### config.mk
export PLATFORM = sky130hd
export DESIGN_NAME = sram_req_master
export DESIGN_NICKNAME = d
export VERILOG_FILES = /design/src/rtl/sram_req_master.sv
export SDC_FILE = /design/constraint.sdc
export NUM_CORES = 1
export LEC_CHECK = 0
export ABC_AREA = 1
export CAP_MARGIN = 15
export CELL_PAD_IN_SITES_DETAIL_PLACEMENT = 0
export CELL_PAD_IN_SITES_GLOBAL_PLACEMENT = 1
export CORE_ASPECT_RATIO = 1.4
export CORE_MARGIN = 4
export CORE_UTILIZATION = 33
export DETAILED_ROUTE_END_ITERATION = 6
export PLACE_DENSITY = 0.95
export SETUP_SLACK_MARGIN = 0.15
export SLEW_MARGIN = 10
export SYNTH_ARGS = -nofsm -noshare
export SYNTH_HDL_FRONTEND = slang
export SYNTH_SLANG_ARGS = --single-unit
### constraint.sdc
create_clock -name clk_i -period 12.75 [get_ports clk_i]
set_input_delay 1.9125 -clock clk_i [delete_from_list [all_inputs] [get_ports clk_i]]
set_output_delay 1.9125 -clock clk_i [all_outputs]
set_load 0.05 [all_outputs]
### src/rtl/sram_req_master.sv
// sram_req_master: valid/ready requests to single-port SRAM cycles,
// fixed read-latency tracking, in-order response FIFO, init sweep.
module sram_req_master #(
   parameter int unsigned DATA_WIDTH = 64,
   parameter int unsigned NUM_WORDS = 1024,
   parameter int unsigned READ_LAT = 1,
   parameter int unsigned RSP_DEPTH = 2,
   parameter logic [DATA_WIDTH-1:0] INIT_VALUE = '0,
   parameter bit INIT_ON_RESET = 1'b0,
   localparam int unsigned AW = $clog2(NUM_WORDS),
   localparam int unsigned BEW = (DATA_WIDTH + 7) / 8
) (
   input  logic                  clk_i,
   input  logic                  rst_i,
   input  logic                  init_i,
   output logic                  init_busy_o,
   input  logic                  req_valid_i,
   output logic                  req_ready_o,
   input  logic                  req_we_i,
   input  logic [AW-1:0]         req_addr_i,
   input  logic [DATA_WIDTH-1:0] req_wdata_i,
   input  logic [BEW-1:0]        req_be_i,
   output logic                  rsp_valid_o,
   input  logic                  rsp_ready_i,
   output logic [DATA_WIDTH-1:0] rsp_rdata_o,
   output logic                  sram_req_o,
   output logic                  sram_we_o,
   output logic [AW-1:0]         sram_addr_o,
   output logic [DATA_WIDTH-1:0] sram_wdata_o,
   output logic [BEW-1:0]        sram_be_o,
   input  logic [DATA_WIDTH-1:0] sram_rdata_i
);

   localparam int unsigned CW = $clog2(RSP_DEPTH + 1);
   localparam int unsigned PW = (RSP_DEPTH > 1) ? $clog2(RSP_DEPTH) : 1;

   typedef enum logic [1:0] {
      RUN,
      DRAIN,
      INIT
   } state_t;

   state_t state_q, state_d;
   logic [AW-1:0] cnt_q, cnt_d;
   logic [READ_LAT-1:0] pipe_q;
   logic [CW-1:0] inflight;
   logic [DATA_WIDTH-1:0] fifo_q [RSP_DEPTH];
   logic [PW-1:0] rd_ptr_q, wr_ptr_q;
   logic [CW-1:0] count_q;
   logic credit;
   logic rd_issue;
   logic push;
   logic pop;

   function automatic logic [PW-1:0] nxt(input logic [PW-1:0] p);
      return (p == PW'(RSP_DEPTH - 1)) ? '0 : p + 1'b1;
   endfunction

   // count reads still travelling through the latency pipe
   always_comb begin
      inflight = '0;
      for (int i = 0; i < READ_LAT; i++)
         inflight = inflight + CW'(pipe_q[i]);
   end

   // registered counts only: a pop this cycle frees credit next cycle
   assign credit = (CW+1)'(inflight) + (CW+1)'(count_q)
                   < (CW+1)'(RSP_DEPTH);

   assign push = pipe_q[READ_LAT-1];
   assign pop = (count_q != '0) && rsp_ready_i;
   assign rsp_valid_o = (count_q != '0);
   assign rsp_rdata_o = fifo_q[rd_ptr_q];
   assign init_busy_o = (state_q != RUN);

   // next state and SRAM cycle generation; outputs forced idle in reset
   always_comb begin
      state_d = state_q;
      cnt_d = cnt_q;
      req_ready_o = 1'b0;
      sram_req_o = 1'b0;
      sram_we_o = 1'b0;
      sram_addr_o = '0;
      sram_wdata_o = '0;
      sram_be_o = '0;
      rd_issue = 1'b0;
      unique case (state_q)
         RUN: begin
            req_ready_o = credit;
            if (req_valid_i && credit) begin
               sram_req_o = 1'b1;
               sram_we_o = req_we_i;
               sram_addr_o = req_addr_i;
               sram_wdata_o = req_wdata_i;
               sram_be_o = req_we_i ? req_be_i : '1;
               rd_issue = ~req_we_i;
            end
            if (init_i)
               state_d = DRAIN;
         end
         DRAIN: begin
            if (inflight == '0) begin
               state_d = INIT;
               cnt_d = '0;
            end
         end
         INIT: begin
            sram_req_o = 1'b1;
            sram_we_o = 1'b1;
            sram_addr_o = cnt_q;
            sram_wdata_o = INIT_VALUE;
            sram_be_o = '1;
            cnt_d = cnt_q + 1'b1;
            if (cnt_q == AW'(NUM_WORDS - 1))
               state_d = RUN;
         end
         default: state_d = RUN;
      endcase
      if (rst_i) begin
         req_ready_o = 1'b0;
         sram_req_o = 1'b0;
         sram_we_o = 1'b0;
         sram_addr_o = '0;
         sram_wdata_o = '0;
         sram_be_o = '0;
         rd_issue = 1'b0;
      end
   end

   // state and sweep address registers
   always_ff @(posedge clk_i or posedge rst_i) begin
      if (rst_i) begin
         state_q <= INIT_ON_RESET ? INIT : RUN;
         cnt_q <= '0;
      end else begin
         state_q <= state_d;
         cnt_q <= cnt_d;
      end
   end

   generate
      if (READ_LAT == 1) begin : g_lat1
         // one-stage read tag pipe
         always_ff @(posedge clk_i or posedge rst_i) begin
            if (rst_i)
               pipe_q <= '0;
            else
               pipe_q <= rd_issue;
         end
      end else begin : g_latn
         // multi-stage read tag pipe
         always_ff @(posedge clk_i or posedge rst_i) begin
            if (rst_i)
               pipe_q <= '0;
            else
               pipe_q <= {pipe_q[READ_LAT-2:0], rd_issue};
         end
      end
   endgenerate

   // response FIFO: capture returning read data, pop on handshake
   always_ff @(posedge clk_i or posedge rst_i) begin
      if (rst_i) begin
         rd_ptr_q <= '0;
         wr_ptr_q <= '0;
         count_q <= '0;
         for (int i = 0; i < RSP_DEPTH; i++)
            fifo_q[i] <= '0;
      end else begin
         if (push) begin
            fifo_q[wr_ptr_q] <= sram_rdata_i;
            wr_ptr_q <= nxt(wr_ptr_q);
         end
         if (pop)
            rd_ptr_q <= nxt(rd_ptr_q);
         if (push && !pop)
            count_q <= count_q + 1'b1;
         else if (pop && !push)
            count_q <= count_q - 1'b1;
      end
   end

endmodule

==> results.md <==
* Status: finished clean
* GR Util All Layers at 18.4%
* Core footprint at 22800 sq um
* Initial Util at between 30% and 40%
* Area growth from synthesis to layout at 48.4%
* Number of synthesized flops with an enable pin at 0
* Synthesized cell area at 7710 sq um
* Minimum clock period at approximately 6.9 ns
* Fmax at roughly 0.14 GHz
* Clk pin slew, worst setup/hold paths at 0.06 ns
* DRT Pass-1 Iters at 5
* Pwr/cell area at between 200 and 300 nW/um^2
* CTS Buffer Depth at 2
* Postcts setup bufs at 0
* Post-Route WL at 24200 um
* Area leader, netlist: dfrtp_1
* Reg-to-Reg End: fifo_q[113]
* Min-Delay Endpoint: fifo_q[19]
* Synth area leaders: dfrtp_1 (47%), nand2_1 (18%), nor2_4 (7.6%), inv_1 (7.2%), o21ai_0 (6.0%)
* Flop-to-flop setup slack at 10.65 ns
* Antenna-violating nets left at 0
* Num Clock Sinks at 145
* Die area at 25900 sq um
* DR vias at about 7000
* Worst slew margin at 22.6%
* Most frequent cells in the layout: nand2_1 (363), clkdlybuf4s50_1 (302), inv_1 (146)
* Startpoint Class: primary input
* CP max-delay cell: buf_4
* Worst-margin pin slew at 1.16 ns
* Sequential area share after synthesis at 47.0%
* Max IR drop VDD at 0.154 mV
* CP arrival at 5.04 ns
* Syn avg cell area at 7.56 sq um
* Crit path top cell by count: clkdlybuf4s50_1
* Metal-1 WL at 10400 um
* Yosys warns at 0
* Net Count, Synth at about 1200
* Final Non-Filler Cells at roughly 1600
* Final setup margin at 5.80 ns
* Type of destination of the critical path: output port
* Setup TNS at 0 ns
* Antenna violations before repair at 1
* Pin count of the biggest net entering global routing at 129
* Crit Path Class: primary input to output port
* Worst Setup Slack post-DPL at 5.83 ns
* Filler cells at 2198
* Congestion Overflow GR at 0
* Die height at 189 um
* Final slew viol count at 0
* Tcrit/Tclk final at 54.5%
* Buffers on Ports at roughly 300
* Final setup vio count at 0
* Clock tree from TritonCTS: done
* Hold-fix buffers at CTS at 0
* Commonest non-fill, non-tap cell in the layout: nand2_1
* FP Rows at 65
* Leak at 5.64 nW
* Flop and latch count out of synthesis at ~150
* Vias in the first global route at 6954
* Hold Fails Final Rpt at 0
* Largest stage delay, worst path at 0.94 ns
* CTS buffer count at 17
* Clock Latency Late Sink at about 0.42 ns
* Hold depth at 2
* Post-Place Cells at 1574
* Setup Skew at 0.00825 ns
* RSZ-0062 raised after global routing: no
* Synth cell types at 26
* Layout cell share with drive strength beyond 1 at 7.66%
* GP Congestion at 0.845
* Post_cts resized at 0
* Sequence of cells on the critical path: clkdlybuf4s50_1 -> nor2_4 -> nand2_4 -> buf_4 -> nor2_1 -> clkdlybuf4s50_1
* Vias/cell at 4.44
* Total power at ~3.0 mW
* H-Tree Level Count at 4
* WL/cell at ~15 um
* Max Cap Viol at 0
* Reg-to-reg startpoint: pipe_q
* Critical Path RT at 10.84 ns
* DR top layer: met4
* Die width at 137 um
* Async S/R FF share, synth at between 90% and 100%
* Top Ports at 303
* HP Class: flop to flop
* Post-DP HPWL at 17800 um
* First-pass GRT wire length at approximately 37000 um
* Metal3 WL at 1040 um
* Number of DRC markers in iteration 0 at 405
* Prevailing post-synth register cell: dfrtp_1
* Final net count at 1447
* Hold_ws at 0.484 ns
* Synth top area share at 47.0%
* Clk root buf: clkbuf_16
* Worst R2R Path Depth at 4
* Met2 routed WL at 12400 um
* Post-Syn Instances at between 1000 and 1500
* Worst Min Path Start: fifo_q[19]
* Drt drc at 0
* Worst-path fanout max at 46
[worst max-delay path, delay by kind of cell]
kind          cells  cell delay (ns)
simple gates      3             0.53
buf+inv           3             2.52
[final cells by class]
class,instances,area [sq um],area share (%)
multi-input combinational,669,3190,27.9
antenna,1,2.50,0.0219
clock inverter,14,145,1.27
clock buffer,18,439,3.83
timing repair buffer,309,3100,27.0
sequential,145,3630,31.7
tap,301,377,3.29
inverter,151,572,4.99
[where the power goes]
| part | switching (mW) | total (mW) | leakage, nW | internal, mW |
|---|---|---|---|---|
| Combinational | 1.17 | 1.72 | 3.73 | 0.547 |
| Sequential | 0.107 | 0.772 | 1.62 | 0.664 |
| Clock | 0.206 | 0.487 | 0.289 | 0.281 |
[sequential cells by signal, summed over array words and instances (netlist names)]
register,flops
wr_ptr_q,1
fifo_q,128
state_q,2
count_q,2
cnt_q,10
rd_ptr_q,1
pipe_q,1
[cells in the mapped netlist (all sizes together), types with 2 or more instances]
| cell | count |
|---|---|
| a21oi | 2 |
| buf | 40 |
| clkbuf | 16 |
| dfrtp | 145 |
| ha | 2 |
| inv | 150 |
| nand2 | 365 |
| nand3 | 12 |
| nand4 | 13 |
| nor2 | 127 |
| nor3 | 8 |
| o21ai | 135 |
| xor2 | 2 |
[cell families after synthesis]
logic type | Yosys count | share of synthesized area (%)
AOI/OAI and AO/OA | 138 | 8.98
xor gates and xnor gates | 3 | 0.341
adders and majority gates | 2 | 0.324
buffers and inverters | 207 | 11.8
DFF | 145 | 47.0
and+or+nand+nor | 526 | 31.5
[per-stage QoR]
stage | util [%] | instance area, sq um
after global routing | 50.3 | 11500
after CTS | 50.2 | 11400
after floorplan | - | 7710
after global placement | 47.6 | 10800
after detailed placement | 47.6 | 10800
final | 50.3 | 11500
[worst max-delay path by stage]
stage	startpoint	endpoint	slack, ns	cells past startpoint
2_1_floorplan	rst_i	sram_be_o[0]	4.21	3
3_3_place_gp	rst_i	sram_wdata_o[10]	5.89	6
3_5_place_dp	rst_i	sram_wdata_o[5]	5.83	6
4_1_cts	rst_i	sram_wdata_o[5]	5.82	6
5_1_grt	rst_i	sram_we_o	5.62	5
6_report	rst_i	sram_wdata_o[5]	5.80	6
[metal layers]
layer  vias up  track usage (%)
li1       3623                -
met1      3308             24.3
met2       183             30.6
met3        25             3.22
met4         0             5.80
met5         -                0
Note: power is estimated with default switching activity, not from simulation.
